<file path="src/rtl/eth_rx_pkg.sv">
// Shared types and constants for the MII receive framer and its CRC-32 checker.
package eth_rx_pkg;

   typedef enum logic [1:0] {
      IDLE,
      PREAMBLE,
      DATA,
      DROP
   } rx_state_t;

   localparam logic [3:0]  PREAMBLE_NIBBLE = 4'h5;
   localparam logic [3:0]  SFD_NIBBLE      = 4'hD;
   localparam logic [31:0] CRC_POLY        = 32'h04C1_1DB7;
   localparam logic [31:0] CRC_INIT        = 32'hFFFF_FFFF;
   localparam logic [31:0] CRC_RESIDUE     = 32'hC704_DD7B;
   localparam int          LEN_W           = 11;

   // Ethernet shifts LSB first, so the polynomial and residue are used bit-reversed.
   function automatic logic [31:0] reflect32(input logic [31:0] v);
      logic [31:0] r;
      for (int i = 0; i < 32; i++) r[i] = v[31-i];
      return r;
   endfunction

endpackage

</file>
<file path="src/rtl/eth_crc32_nibble.sv">
// Reflected CRC-32 register advanced one MII nibble per enabled clock.
// Built only when ETH_RX_CRC_EN is defined.
module eth_crc32_nibble
   import eth_rx_pkg::*;
(
   input  logic        eth_rx_clk,
   input  logic        rst,
   input  logic        clear,
   input  logic        enable,
   input  logic [3:0]  nibble,
   output logic [31:0] crc
);

   localparam logic [31:0] POLY_REFL = reflect32(CRC_POLY);

   function automatic logic [31:0] crc_step(input logic [31:0] c, input logic [3:0] n);
      logic [31:0] r;
      // NOTE: blocking '=' is right here: r is a function-local temporary, not a flop.
      r = c ^ {28'd0, n};
      for (int i = 0; i < 4; i++) r = r[0] ? ((r >> 1) ^ POLY_REFL) : (r >> 1);
      return r;
   endfunction

   always_ff @(posedge eth_rx_clk) begin
      if (rst || clear) crc <= CRC_INIT;
      else if (enable)  crc <= crc_step(crc, nibble);
   end

endmodule

</file>
<file path="src/rtl/eth_mii_rx_framer.sv">
// MII receive framer: preamble/SFD detection, nibble-to-byte assembly with one-byte
// holdback so the last byte carries m_eof. Define ETH_RX_CRC_EN to add FCS checking.
module eth_mii_rx_framer
   import eth_rx_pkg::*;
#(
   parameter int MIN_PREAMBLE = 7,
   parameter int MAX_LEN      = 1522
)(
   input  logic             eth_rx_clk,
   input  logic             rst,
   input  logic             eth_rx_dv,
   input  logic [3:0]       eth_rxd,
   output logic [7:0]       m_data,
   output logic             m_valid,
   output logic             m_sof,
   output logic             m_eof,
   output logic             m_err,
   output logic [LEN_W-1:0] frame_len
);

   rx_state_t        state;
   logic [3:0]       pre_cnt;
   logic [3:0]       nib_lo;
   logic             have_nib;
   logic             rx_armed;
   logic [7:0]       hold_byte;
   logic [LEN_W-1:0] byte_cnt;
   logic             crc_bad;

`ifdef ETH_RX_CRC_EN
   logic        crc_clear;
   logic        crc_en;
   logic [31:0] crc_val;

   assign crc_clear = (state == PREAMBLE) && eth_rx_dv && (eth_rxd == SFD_NIBBLE);
   assign crc_en    = (state == DATA) && eth_rx_dv;

   eth_crc32_nibble u_crc (
      .eth_rx_clk (eth_rx_clk),
      .rst        (rst),
      .clear      (crc_clear),
      .enable     (crc_en),
      .nibble     (eth_rxd),
      .crc        (crc_val)
   );

   assign crc_bad = (crc_val != reflect32(CRC_RESIDUE));
`else
   assign crc_bad = 1'b0;
`endif

   // byte_cnt counts completed bytes; the held byte is always byte number byte_cnt.
   always_ff @(posedge eth_rx_clk) begin
      if (rst) begin
         state     <= IDLE;
         pre_cnt   <= '0;
         nib_lo    <= '0;
         have_nib  <= 1'b0;
         rx_armed  <= 1'b0;
         hold_byte <= '0;
         byte_cnt  <= '0;
         m_data    <= '0;
         m_valid   <= 1'b0;
         m_sof     <= 1'b0;
         m_eof     <= 1'b0;
         m_err     <= 1'b0;
         frame_len <= '0;
      end else begin
         // NOTE: strobes default low here; a later non-blocking write in the case wins.
         m_valid <= 1'b0;
         m_sof   <= 1'b0;
         m_eof   <= 1'b0;
         m_err   <= 1'b0;
         if (!eth_rx_dv) rx_armed <= 1'b1;

         case (state)
            IDLE: begin
               if (eth_rx_dv) begin
                  if (rx_armed && eth_rxd == PREAMBLE_NIBBLE) begin
                     state   <= PREAMBLE;
                     pre_cnt <= 4'd1;
                  end else begin
                     state <= DROP;
                  end
               end
            end

            PREAMBLE: begin
               if (!eth_rx_dv) begin
                  state <= IDLE;
               end else if (eth_rxd == PREAMBLE_NIBBLE) begin
                  if (pre_cnt != 4'hF) pre_cnt <= pre_cnt + 4'd1;
               end else if (eth_rxd == SFD_NIBBLE && int'(pre_cnt) >= MIN_PREAMBLE) begin
                  state    <= DATA;
                  have_nib <= 1'b0;
                  byte_cnt <= '0;
               end else begin
                  state <= DROP;
               end
            end

            DATA: begin
               if (!eth_rx_dv) begin
                  if (byte_cnt != '0) begin
                     m_data    <= hold_byte;
                     m_valid   <= 1'b1;
                     m_sof     <= (byte_cnt == LEN_W'(1));
                     m_eof     <= 1'b1;
                     m_err     <= have_nib || crc_bad;
                     frame_len <= byte_cnt;
                  end
                  state    <= IDLE;
                  have_nib <= 1'b0;
                  byte_cnt <= '0;
               end else if (!have_nib) begin
                  nib_lo   <= eth_rxd;
                  have_nib <= 1'b1;
               end else begin
                  have_nib <= 1'b0;
                  if (byte_cnt == LEN_W'(MAX_LEN)) begin
                     m_data    <= hold_byte;
                     m_valid   <= 1'b1;
                     m_sof     <= (byte_cnt == LEN_W'(1));
                     m_eof     <= 1'b1;
                     m_err     <= 1'b1;
                     frame_len <= byte_cnt;
                     state     <= DROP;
                     byte_cnt  <= '0;
                  end else begin
                     if (byte_cnt != '0) begin
                        m_data  <= hold_byte;
                        m_valid <= 1'b1;
                        m_sof   <= (byte_cnt == LEN_W'(1));
                     end
                     hold_byte <= {eth_rxd, nib_lo};
                     byte_cnt  <= byte_cnt + LEN_W'(1);
                  end
               end
            end

            DROP: begin
               if (!eth_rx_dv) state <= IDLE;
            end

            default: state <= IDLE;
         endcase
      end
   end

endmodule

</file>
<file path="config.mk">
export PLATFORM = sky130hd
export DESIGN_NAME = eth_mii_rx_framer
export DESIGN_NICKNAME = d
export VERILOG_FILES = /design/src/rtl/eth_rx_pkg.sv /design/src/rtl/eth_crc32_nibble.sv /design/src/rtl/eth_mii_rx_framer.sv
export SDC_FILE = /design/constraint.sdc
export NUM_CORES = 1
export LEC_CHECK = 0
export BUFFER_PORTS_ARGS = -buffer_cell sky130_fd_sc_hd__buf_2
export CAP_MARGIN = 5
export CORE_ASPECT_RATIO = 1.1
export CORE_MARGIN = 8
export CORE_UTILIZATION = 62
export CTS_CLUSTER_DIAMETER = 40
export DETAILED_ROUTE_END_ITERATION = 8
export PLACE_DENSITY = 0.84
export SETUP_SLACK_MARGIN = 0.3
export SLEW_MARGIN = 20
export SYNTH_ARGS = -nofsm -noshare
export SYNTH_HDL_FRONTEND = slang
export SYNTH_HIERARCHICAL = 1
export SYNTH_SLANG_ARGS = --single-unit
</file>
<file path="constraint.sdc">
create_clock -name eth_rx_clk -period 2.82 [get_ports eth_rx_clk]
set_input_delay 0.141 -clock eth_rx_clk [delete_from_list [all_inputs] [get_ports eth_rx_clk]]
set_output_delay 0.141 -clock eth_rx_clk [all_outputs]
set_load 0.02 [all_outputs]
</file>
### Word-level counts from Yosys, hierarchy flattened

Cells that the tools add are included.

| cells by class | value |
|---|---|
| $mul | 0 |
| div/mod/pow operators | 0 |
| add/subtract/negate cells | 2 |
| order comparisons | 1 |
| reduce and logical (&&, ||, !) cells | 16 |
| bitwise logic cells | 3 |
| muxes and demuxes | 50 |
| eq/ne operators | 21 |
| shifts and indexed selects | 0 |

Operators with widths:

| cell | count |
|---|---|
| $mux W11 | 10 |
| $mux W8 | 4 |
| $pmux W11 S2 | 1 |
| $mux W4 | 5 |
| $mux W1 | 19 |
| $mux W2 | 8 |
| $ne A2 B2 Y1 const B | 8 |
| $reduce_and A4 Y1 | 3 |
| $add A11 B1 Y11 const B | 1 |
| $eq A11 B1 Y1 const B | 1 |
| $eq A11 B11 Y1 const B | 1 |
| $reduce_bool A11 Y1 | 1 |
| $reduce_and A5 Y1 | 2 |
| $ne A3 B3 Y1 const B | 3 |
| $pmux W2 S4 | 1 |
| $pmux W4 S2 | 1 |
| $reduce_and A6 Y1 | 1 |
| $reduce_bool A2 Y1 | 3 |
| $add A4 B1 Y4 const B | 1 |
| $eq A2 B2 Y1 const B | 2 |
| $eq A4 B3 Y1 const B | 1 |
| $eq A4 B4 Y1 const B | 1 |
| $ge A4 B3 Y1 const B | 1 |
| $ne A2 B1 Y1 const B | 2 |
| 9 further kinds | 12 |

| word-level totals | value |
|---|---|
| bits in writable memories | 0 |
| latch bits | 0 |
| memories | 0 |
| memory bits (read-only) | 0 |
| flip-flop bits (word level) | 54 |
| logic and storage cells | 106 |

### Logic depth before layout (Yosys ltp)

Gate-level depths: netlist (run 1).

| logic depth | value |
|---|---|
| word-level depth | 6 |
| depth in mapped cells | 7 |
| mapped depth without buffers | 6 |

### Least setup slack after synthesis (run 1)

OpenSTA, ideal clock, no wires.

| path | value |
|---|---|
| kind | reg2reg |
| start point | register byte_cnt[0] |
| end point | register frame_len[10] |
| arrival | 1.535 ns |
| library setup time | 0.119 ns |
| path slack | 1.166 ns |
| clock period less this slack | 1.654 ns |
| cell stages (with the launch flop) | 8 |
| data required time | 2.701 ns |
| path through | dfxtp_1 inv_1 ha_1 and4_1 buf_6 o32a_4 buf_6 mux2i_1 |

| between the ends | value |
|---|---|
| cells in the longest elaborated chain, start to end | 3 |
| elaborated cells on any way between the ends | 5 |
| those cells by class | 2 x eq/ne; 3 x reduce/logical |

Ends and longest elaborated chain:

| what | RTL line | text |
|---|---|---|
| start, declared | eth_mii_rx_framer.sv:27 | `logic [LEN_W-1:0] byte_cnt;` |
| start signal, assigned | eth_mii_rx_framer.sv:136 | `byte_cnt <= byte_cnt + LEN_W'(1);` |
| $eq A11 B11 Y1 / $reduce_bool A11 Y1 (equally long branches) | eth_mii_rx_framer.sv:120, eth_mii_rx_framer.sv:104 |  |
| $ne A2 B1 Y1 (no source line) / $reduce_bool A2 Y1 (equally long branches) | n/a |  |
| $reduce_and A4 Y1 (no source line) * | n/a |  |
| end signal, assigned | eth_mii_rx_framer.sv:110 | `frame_len <= byte_cnt;` |
| end signal, assigned | eth_mii_rx_framer.sv:126 | `frame_len <= byte_cnt;` |
| end, declared | eth_mii_rx_framer.sv:18 | `output logic [LEN_W-1:0] frame_len` |

Mark *: on every way between the ends. The rest lies on a longest branch, timed or not.
A chain may end at the register's enable or synchronous reset.

### Worst setup path in the final report (run 1)

| path | value |
|---|---|
| start point | register byte_cnt[2] |
| end point | register byte_cnt[10] |

| between the ends | value |
|---|---|
| cells in the longest elaborated chain, start to end | 5 |
| elaborated cells on any way between the ends | 6 |
| those cells by class | 1 x add/sub; 1 x eq/ne; 4 x mux |

Ends and longest elaborated chain:

| what | RTL line | text |
|---|---|---|
| $add A11 B1 Y11 / $eq A11 B11 Y1 (equally long branches) | eth_mii_rx_framer.sv:136, eth_mii_rx_framer.sv:120 |  |
| $mux W11 * | eth_mii_rx_framer.sv:120 | `if (byte_cnt == LEN_W'(MAX_LEN)) begin` |
| $mux W11 * | eth_mii_rx_framer.sv:115 | `end else if (!have_nib) begin` |
| $mux W11 * | eth_mii_rx_framer.sv:103 | `if (!eth_rx_dv) begin` |
| $pmux W11 S2 * | eth_mii_rx_framer.sv:76 | `case (state)` |

Mark *: on every way between the ends. The rest lies on a longest branch, timed or not. The select of a mux whose other input is x is not followed.

==> results.py, run 1 <==
metrics = {
    "critical_path": {
        "reg2reg_slack_ns": 0.82,
        "crit_slowest_cell": "nand4_1",
        "crit_end": "byte_cnt[10]$_SDFFE_PP0P_",
        "crit_start": "byte_cnt[2]$_SDFFE_PP0P_",
        "cp-start-kind": "flip-flop",
        "end_kind": "flip-flop",
        "crit_chain": "nor3_2 > nand4_1 > nand2_1 > o221ai_1",
        "worstRegToRegCells": 4,
        "critPathKind": "flip-flop to flip-flop",
        "crit_family": "simple AND/OR/NAND/NOR gates",
        "cp_num_buf_inv": 0,
        "timing.rr.start": "byte_cnt[2]$_SDFFE_PP0P_",
        "cp_data_required_time_ns": 3.00,
        "critPathMaxStageDelay_ns": 0.55,
        "r2r_end": "byte_cnt[10]$_SDFFE_PP0P_",
        "cp_max_fo": 12,
        "worst-path-stages": 4,
        "critPathArrivalTime_ns": 2.18,
    },
    "pwr": {
        "p_leak_nw": 1.06,
        "power.density_nw_per_um2": 519,
        "peakVddDrop_mv": 0.357,
    },
    "sta": {
        "relSlewSlack": 0.526,
        "maxSlewViolCount": 0,
        "fmax_mhz": 501,
        "setup_viol": 0,
        "worst_slew_pin_slew_ns": 0.711,
        "rsz0062_at_grt": "false",
        "fin_crit_ns": 2.00,
        "tns_ns": 0,
        "hold_viol": 0,
        "finClkSkew_ns": 0.00683,
        "post-route-period-util": 0.708,
        "worst_hold_slack_ns": 0.106,
    },
    "final_layout": {
        "fin_nets": 318,
        "fin_cells": 359,
        "final_util": 0.709,
        "num_antenna_cells": 0,
        "area_delta_synth_final_pct": 10.6,
        "stdcell_area_um2": 2790,
        "drive_gt1_frac": 0.134,
    },
    "clock_network": {
        "cts_tree": "done",
        "clk_pin_slew_ns": 0.10,
        "clock_path_buffers": 2,
        "cts_hold_buf": 0,
        "clock-sinks": 54,
        "htreeDepth": 2,
        "cts_resized": 0,
        "root_buffer": "clkbuf_8",
        "cts_setup_buffers": 0,
        "insertion_delay_ns": 0.31,
        "cts_buffers": 5,
    },
    "worst_hold_path": {
        "hp-class": "primary input to flip-flop",
    },
    "detailed_routing": {
        "drt_iter0_drc": 341,
        "drc": 0,
        "via_per_inst": 6.23,
        "wl_um": 5620,
        "routedWlPerCell_um": 15.6,
        "vias": 2236,
        "antenna_left": 0,
        "dr.pass1.iters": 5,
    },
    "die": {
        "die-width_um": 76.8,
        "coreArea_um2": 3930,
        "initial_core_util": 0.641,
        "dieArea_um2": 6370,
        "io_pins": 30,
        "die_y_um": 82.9,
        "row_count": 24,
    },
    "global_routing": {
        "antenna_found_initial": 0,
        "grt_pass1_wl_um": 9730,
        "first_global_vias": 2061,
        "grt_max_degree": 46,
        "overflow": 0,
        "grt_use_total": 0.181,
    },
    "logic_synthesis": {
        "synth_flop_cell": "dfxtp_1",
        "syn_avg_cell_area_um2": 8.78,
        "syn-num-nets": 299,
        "synthCells": 287,
        "ys_types": 44,
        "postSynth.asyncResetShare": 0,
        "yosys_warnings": 6,
        "seq_area_frac_synth": 0.429,
        "synth-seq-cells": 54,
        "synth_edf_count": 0,
        "syn_area_um2": 2520,
    },
    "placement": {
        "place_hpwl_um": 3810,
        "port_buffers": 29,
        "place.gp.congestion": 0.891,
        "dpl_cell_area_um2": 2650,
        "placed_cells": 351,
    },
    "flow_run": {
        "cap_violations": 0,
    },
    "status": {
        "status": "finished clean",
    },
}
[cell families after synthesis]
| kind of cell | after synthesis | share of synthesized area |
|---|---|---|
| fa+ha+maj | 5 | 0.0248 |
| buf+inv | 27 | 0.0486 |
| simple gates | 116 | 0.265 |
| mux | 16 | 0.0635 |
| flops | 54 | 0.429 |
| compound gates | 69 | 0.169 |
[how the worst min path moves through the flow]
stage | startpoint | endpoint | depth (start not counted)
final | eth_rxd[3] | state[0]$_SDFFE_PP0P_ | 2
after floorplan | eth_rxd[3] | state[0]$_SDFFE_PP0P_ | 1
after global placement | eth_rxd[3] | state[0]$_SDFFE_PP0P_ | 2
after detailed placement | eth_rxd[3] | state[0]$_SDFFE_PP0P_ | 2
after CTS | eth_rxd[3] | state[0]$_SDFFE_PP0P_ | 2
after global routing | eth_rxd[1] | hold_byte[5]$_SDFFE_PP0P_ | 3
[worst reg2reg max path, cell delays in order, from the launching register on]
cell,delay [ns]
dfxtp_1,0.39
nor3_2,0.41
nand4_1,0.56
nand2_1,0.36
o221ai_1,0.15
[cells in the mapped netlist (3+ instances only)]
cell	n	area [µm²]
nand3_1	28	140
clkbuf_1	10	37.5
ha_1	5	62.6
inv_1	9	33.8
buf_2	4	20.0
nand4_1	7	43.8
nor2_1	12	45.0
and4_1	4	35.0
or3_1	3	18.8
mux2i_1	16	160
nand2_1	11	41.3
and3_1	3	18.8
nand3b_1	3	22.5
nand2b_1	23	144
nor3_1	5	25.0
a311oi_1	3	26.3
a31oi_1	6	37.5
a21oi_1	26	130
dfxtp_1	54	1080
o21ai_0	19	95.1
nand4b_1	4	35.0
[routing by layer]
layer,global-route usage,vias to the layer above,part of all wire
li1,-,1092,-
met1,0.218,1038,0.44
met2,0.295,95,0.48
met3,0.0550,11,0.069
met4,0.0613,0,0.015
met5,0,-,0
[area by class of cell]
class	instances	area [µm²]
Clock inverter	3	68.8
Fill cell	336	1150
Multi-Input combinational cell	206	1320
Sequential cell	54	1080
Timing Repair Buffer	30	153
Inverter	9	33.8
Tap cell	52	65.1
Clock buffer	5	68.8
[layout by cell type, fill, tap and decap left out, types with 3 or more instances in the layout]
| master | n |
|---|---|
| o21ai_0 | 19 |
| nand2b_1 | 23 |
| buf_2 | 29 |
| a21oi_1 | 26 |
| nand3_1 | 28 |
| nor3_1 | 5 |
| ha_1 | 5 |
| mux2i_1 | 16 |
| clkbuf_8 | 5 |
| inv_1 | 9 |
| dfxtp_1 | 54 |
| nand4_1 | 7 |
| nand4b_1 | 4 |
| or3_1 | 3 |
| nand3b_1 | 3 |
| a31oi_1 | 6 |
| and4_1 | 4 |
| nand2_1 | 11 |
| a311oi_1 | 3 |
| nor2_1 | 12 |
| and3_1 | 3 |
[power breakdown]
part | switching (W) | total, W | leakage (nW) | internal (W)
combinational | 0.0000420 | 0.0000640 | 0.553 | 0.0000220
clock | 0.000253 | 0.000609 | 0.0683 | 0.000356
sequential | 0.00000621 | 0.000774 | 0.436 | 0.000768
total | 0.000302 | 0.00145 | 1.06 | 0.00115
[sequential cells by signal, summed over array words and instances (netlist names)]
register   cells
have_nib       1
hold_byte      8
pre_cnt        4
nib_lo         4
m_eof          1
rx_armed       1
m_data         8
byte_cnt      11
m_valid        1
m_sof          1
frame_len     11
state          2
m_err          1
[through the flow]
step	total power (W)	setup slack, ns
2_1_floorplan	0.000836	1.17
3_3_place_gp	0.000853	0.920
3_5_place_dp	0.000854	0.863
4_1_cts	0.00145	0.838
5_1_grt	0.00150	0.643
6_report	0.00145	0.824
Note: power is estimated with default switching activity, not from simulation.
==> inputs of run 2 (changes only) <==
- ABC_AREA: unset -> 1
- CORE_UTILIZATION: 62 -> 52
- PLACE_DENSITY: 0.84 -> 0.75
- clock period: 2.82 -> 1.7 ns (I/O delays scaled with it)
==> results.py, run 2 <==
metrics = {
    "status": {
        "status": "finished clean",
    },
    "pwr": {
        "pwr-share-comb": 0.409,
        "p_leak_nw": 1.43,
        "clkPwrFrac": 0.218,
        "p_seq_frac": 0.373,
        "power.internal_w": 0.00251,
        "power.density_nw_per_um2": 1230,
        "swShare": 0.395,
        "p_switching_w": 0.00164,
        "peakVddDrop_mv": 0.703,
    },
    "die": {
        "io_pins": 30,
        "die_y_um": 88.4,
        "row_count": 26,
        "coreArea_um2": 4620,
        "initial_core_util": 0.536,
        "dieArea_um2": 7230,
        "die-width_um": 81.8,
    },
    "logic_synthesis": {
        "synthMuxAreaShare": 0,
        "synth-seq-cells": 54,
        "syn_avg_cell_area_um2": 6.90,
        "synth_edf_count": 0,
        "synthXorXnorAreaFrac": 0,
        "synth_area_leaders": "dfxtp_1, nand2_1, nor2_1, a21oi_1, nand3_1",
        "syn-num-nets": 371,
        "yosys.area_share.simple": 0.325,
        "synth.top_cells.by_count": "nand2_1, nor2_1, dfxtp_1",
        "synth.top_cell.area_share": 0.437,
        "yosys.area.top_type": "dfxtp_1",
        "synth_fa_ha_area_frac": 0.0253,
        "synthMostInstantiatedCell": "nand2_1",
        "synthCells": 359,
        "seq_area_frac_synth": 0.437,
        "ys_types": 23,
        "postSynth.asyncResetShare": 0,
        "syn_area_um2": 2480,
        "yosys_warnings": 6,
        "synth_flop_cell": "dfxtp_1",
        "synth_compound_area_frac": 0.127,
        "synth_top_family_by_area": "simple AND/OR/NAND/NOR gates",
    },
    "critical_path": {
        "reg2reg_slack_ns": 0.16,
        "timing.rr.start": "byte_cnt[1]$_SDFFE_PP0P_",
        "worstRegToRegCells": 8,
        "crit_chain": "inv_4 > ha_4 > nor3b_4 > nand2_2 > buf_6 > nand2_8 > o21ai_0 > nor2_1",
        "crit_slowest_cell": "dfxtp_4",
        "end_kind": "flip-flop",
        "critPathMaxStageDelay_ns": 0.41,
        "critPathArrivalTime_ns": 1.74,
        "cp_max_fo": 10,
        "r2r_end": "m_data[7]$_SDFFE_PP0P_",
        "cp-start-kind": "flip-flop",
        "critPathKind": "flip-flop to flip-flop",
        "cp_data_required_time_ns": 1.90,
    },
    "sta": {
        "finClkSkew_ns": 0.00787,
        "relSlewSlack": 0.758,
        "tns_ns": 0,
        "fmax_mhz": 649,
        "rsz0062_at_grt": "true",
        "post-route-period-util": 0.906,
        "fin_crit_ns": 1.54,
        "worst_hold_slack_ns": 0.0412,
        "setup_viol": 0,
        "hold_viol": 0,
        "maxSlewViolCount": 0,
        "worst_slew_pin_slew_ns": 0.362,
    },
    "placement": {
        "place_hpwl_um": 4160,
        "dpl_cell_area_um2": 2720,
        "port_buffers": 29,
        "place.gp.congestion": 0.862,
    },
    "final_layout": {
        "drive_gt1_frac": 0.315,
        "final_cell_mix": "nand2_1, nor2_1, dfxtp_1",
        "top_regs": "byte_cnt: 11 flops, frame_len: 11 flops",
        "stdcell_area_um2": 3370,
        "final_common_cell": "nand2_1",
        "fin_nets": 420,
        "area_delta_synth_final_pct": 36.0,
        "num_antenna_cells": 0,
    },
    "worst_hold_path": {
        "hold_end": "nib_lo[3]$_SDFFE_PP0P_",
        "hp-start": "eth_rxd[3]",
        "hp-class": "primary input to flip-flop",
        "min_path_cells": 3,
    },
    "clock_network": {
        "clk_pin_slew_ns": 0.10,
        "insertion_delay_ns": 0.32,
        "cts_hold_buf": 0,
        "root_buffer": "clkbuf_8",
        "clock_path_buffers": 2,
        "cts_buffers": 5,
        "cts_tree": "done",
        "htreeDepth": 2,
        "clock-sinks": 54,
    },
    "detailed_routing": {
        "antenna_left": 0,
        "routedWlPerCell_um": 15.2,
        "wl_um": 7050,
        "via_per_inst": 5.38,
        "drc": 0,
        "drt_iter0_drc": 112,
        "dr.pass1.iters": 4,
        "vias": 2501,
    },
    "global_routing": {
        "first_global_vias": 2256,
        "overflow": 0,
        "grt_use_total": 0.177,
        "antenna_found_initial": 0,
        "grt_max_degree": 28,
        "grt_pass1_wl_um": 10300,
    },
    "flow_run": {
        "cap_violations": 0,
    },
}
==> run 2: changes by cell type after synthesis, sizes merged, moves of 6 or more <==
cell	previous run	this run
nand2b	23	0
mux2i	16	0
nor2	12	64
inv	9	37
nand2	11	71
clkbuf	11	5
nor3	6	14
a21oi	26	45
a31oi	6	0
==> run 2: what timing repair did <==
item | in CTS | in global routing
cloned | 3 | 1
pin swaps | 10 | 16
setup endpoints to repair | 43 | 46
buffers inserted | 5 | 6
gates resized for setup | 34 | 61
==> run 2: routing by layer <==
layer | track usage | up-vias | share of wire | wire [µm]
met5 | 0 | - | 0 | 0
met1 | 0.210 | 1145 | 0.40 | 2820
met2 | 0.300 | 63 | 0.52 | 3680
met3 | 0.0417 | 19 | 0.051 | 358
met4 | 0.0703 | 0 | 0.027 | 189
li1 | - | 1274 | - | -
==> run 2: worst max-delay path by stage <==
stage          slack, ns                         end                startpoint  depth (start not counted)
2_1_floorplan       0.30  frame_len[10]$_SDFFE_PP0P_  byte_cnt[0]$_SDFFE_PP0P_                         10
3_3_place_gp        0.08            m_eof$_SDFF_PP0_  byte_cnt[0]$_SDFFE_PP0P_                          8
3_5_place_dp        0.07            m_eof$_SDFF_PP0_  byte_cnt[0]$_SDFFE_PP0P_                          8
4_1_cts             0.23            m_eof$_SDFF_PP0_  byte_cnt[0]$_SDFFE_PP0P_                          9
5_1_grt             0.11            m_eof$_SDFF_PP0_  byte_cnt[6]$_SDFFE_PP0P_                          7
6_report            0.16      m_data[7]$_SDFFE_PP0P_  byte_cnt[1]$_SDFFE_PP0P_                          8
==> run 2: through the flow <==
stage,power (W),utilization,setup slack (ns),std cells
finish,0.00415,0.729,0.159,465
global route,0.00437,0.729,0.113,465
CTS,0.00374,0.658,0.225,458
detailed placement,0.00264,0.589,0.0683,442
global placement,0.00263,0.589,0.0821,442
floorplan,0.00238,-,0.299,359
==> run 2: power groups by stage <==
stage | sequential, W | clock, W | combinational (W)
3_3_place_gp | 0.00154 | 0 | 0.00109
6_report | 0.00155 | 0.000905 | 0.00170
4_1_cts | 0.00152 | 0.000918 | 0.00130
3_5_place_dp | 0.00154 | 0 | 0.00111
2_1_floorplan | 0.00158 | 0 | 0.000796
5_1_grt | 0.00157 | 0.000966 | 0.00184
==> run 2: logic make-up after synthesis <==
family / Yosys count
AOI/OAI and AO/OA: 62
adders and majority gates: 5
buffers and inverters: 50
DFF: 54
and+or+nand+nor: 188
==> run 2: layout make-up <==
cell class	count	area, µm²
Clock buffer	5	68.8
Clock inverter	3	47.5
Fill cell	340	1250
Inverter	37	146
Multi-Input combinational cell	259	1570
Sequential cell	54	1100
Tap cell	56	70.1
Timing Repair Buffer	51	358
==> run 2: worst max-delay path, delay by kind of cell, from the launching register on <==
kind	cells	cell delay, ns
simple gates	4	0.45
flops	1	0.41
buf+inv	2	0.23
compound gates	1	0.19
fa+ha+maj	1	0.15
==> inputs of run 3 (changes only) <==
- PLACE_DENSITY: 0.75 -> 0.83
==> results.py, run 3 (same netlist as run 2, synthesis figures left out) <==
metrics = {
    "sta": {
        "hold_viol": 0,
        "rsz0062_at_grt": "true",
        "setup_viol": 0,
        "maxSlewViolCount": 0,
        "fmax_mhz": 623,
        "worst_slew_pin_slew_ns": 0.466,
        "finClkSkew_ns": 0.00592,
        "relSlewSlack": 0.689,
        "fin_crit_ns": 1.61,
        "post-route-period-util": 0.944,
        "tns_ns": 0,
    },
    "critical_path": {
        "r2r_end": "m_data[1]$_SDFFE_PP0P_",
        "worstRegToRegCells": 8,
        "end_kind": "flip-flop",
        "critPathKind": "flip-flop to flip-flop",
        "crit_chain": "inv_4 > ha_4 > nor3b_4 > nand2_4 > buf_6 > nand2_4 > nor2_1 > nor3_1",
        "timing.rr.start": "byte_cnt[1]$_SDFFE_PP0P_",
        "critPathMaxStageDelay_ns": 0.40,
        "crit_end": "m_data[1]$_SDFFE_PP0P_",
        "cp-start-kind": "flip-flop",
        "reg2reg_slack_ns": 0.09,
        "cp_max_fo": 6,
        "critPathArrivalTime_ns": 1.85,
        "cp_data_required_time_ns": 1.95,
        "crit_slowest_cell": "dfxtp_4",
        "cpMostUsedCell": "nand2_4",
        "crit_start": "byte_cnt[1]$_SDFFE_PP0P_",
    },
    "clock_network": {
        "cts_hold_buf": 0,
        "cts_tree": "done",
        "cts_buffers": 5,
        "clock_path_buffers": 2,
        "clock-sinks": 54,
        "insertion_delay_ns": 0.33,
        "clk_pin_slew_ns": 0.10,
        "root_buffer": "clkbuf_8",
        "htreeDepth": 2,
    },
    "global_routing": {
        "grt_max_degree": 20,
        "grt_pass1_wl_um": 11400,
        "overflow": 0,
        "first_global_vias": 2435,
        "grt_use_total": 0.200,
        "antenna_found_initial": 0,
    },
    "status": {
        "status": "finished clean",
    },
    "detailed_routing": {
        "dr.pass1.iters": 5,
        "wl_um": 8130,
        "antenna_left": 0,
        "drt_iter0_drc": 224,
        "routedWlPerCell_um": 17.3,
        "vias": 2735,
        "via_per_inst": 5.83,
        "drc": 0,
    },
    "final_layout": {
        "area_delta_synth_final_pct": 39.2,
        "final_common_cell": "nand2_1",
        "stdcell_area_um2": 3450,
        "final_cell_mix": "nand2_1, nor2_1, dfxtp_1",
        "top_regs": "byte_cnt: 11 flops, frame_len: 11 flops",
        "num_antenna_cells": 0,
        "drive_gt1_frac": 0.344,
        "n_fill_cell": 327,
        "fin_nets": 424,
    },
    "die": {
        "dieArea_um2": 7230,
        "coreArea_um2": 4620,
        "io_pins": 30,
        "initial_core_util": 0.536,
        "row_count": 26,
        "die-width_um": 81.8,
        "die_y_um": 88.4,
    },
    "placement": {
        "port_buffers": 29,
        "dpl_cell_area_um2": 2710,
        "place_hpwl_um": 4150,
        "place.gp.congestion": 0.892,
    },
    "flow_run": {
        "cap_violations": 0,
    },
    "worst_hold_path": {
        "hp-class": "primary input to flip-flop",
    },
    "pwr": {
        "power.density_nw_per_um2": 1210,
        "total_power_w": 0.00415,
        "peakVddDrop_mv": 0.840,
        "p_leak_nw": 1.44,
    },
}
[run 3: worst min path at each step]
| stage | from | to | slack, ns | cells past startpoint |
|---|---|---|---|---|
| 2_1_floorplan | eth_rxd[1] | nib_lo[1]$_SDFFE_PP0P_ | 0.23 | 2 |
| 3_3_place_gp | eth_rxd[0] | nib_lo[0]$_SDFFE_PP0P_ | 0.37 | 3 |
| 3_5_place_dp | eth_rxd[0] | nib_lo[0]$_SDFFE_PP0P_ | 0.38 | 3 |
| 4_1_cts | eth_rxd[0] | nib_lo[0]$_SDFFE_PP0P_ | 0.04 | 3 |
| 5_1_grt | eth_rxd[0] | nib_lo[0]$_SDFFE_PP0P_ | 0.03 | 3 |
| 6_report | eth_rxd[0] | nib_lo[0]$_SDFFE_PP0P_ | 0.04 | 3 |
[run 3: layout make-up]
class	count	area (µm²)	share of cell area
Multi-Input combinational cell	261	1660	0.483
Inverter	37	151	0.0439
Clock inverter	2	16.3	0.00472
Clock buffer	6	82.6	0.0240
Timing Repair Buffer	53	365	0.106
Sequential cell	54	1100	0.318
Tap cell	56	70.1	0.0203
[run 3: report_power, final]
group	switching [W]	internal, W
clock network	0.000452	0.000336
registers	0.000151	0.00142
logic	0.00116	0.000640
[run 3: through the flow]
stage | hold slack, ns | setup WS [ns] | util | instances
floorplan | 0.233 | 0.299 | - | 359
global placement | 0.367 | 0.0905 | 0.587 | 441
detailed placement | 0.381 | 0.0448 | 0.587 | 441
CTS | 0.0374 | 0.263 | 0.673 | 462
global route | 0.0325 | 0.0203 | 0.746 | 469
finish | 0.0352 | 0.0950 | 0.746 | 469
[run 3: critical path: cells and delay by family, from the launching register on]
kind / cells / cell delay [ns]
simple gates: 5 / 0.75
fa+ha+maj: 1 / 0.12
buf+inv: 2 / 0.25
flops: 1 / 0.40
[run 3: routing by layer]
layer | global-route usage | wire (µm) | part of all wire
met3 | 0.0528 | 515 | 0.063
met1 | 0.231 | 3020 | 0.37
met5 | 0 | 0 | 0
met4 | 0.0879 | 295 | 0.036
met2 | 0.335 | 4300 | 0.53
[run 3: what timing repair did]
action                     CTS  global route
setup buffers                8             5
cloned                       5             2
setup endpoints to repair   43            48
resized for setup           47            71
pin swaps                   15            27
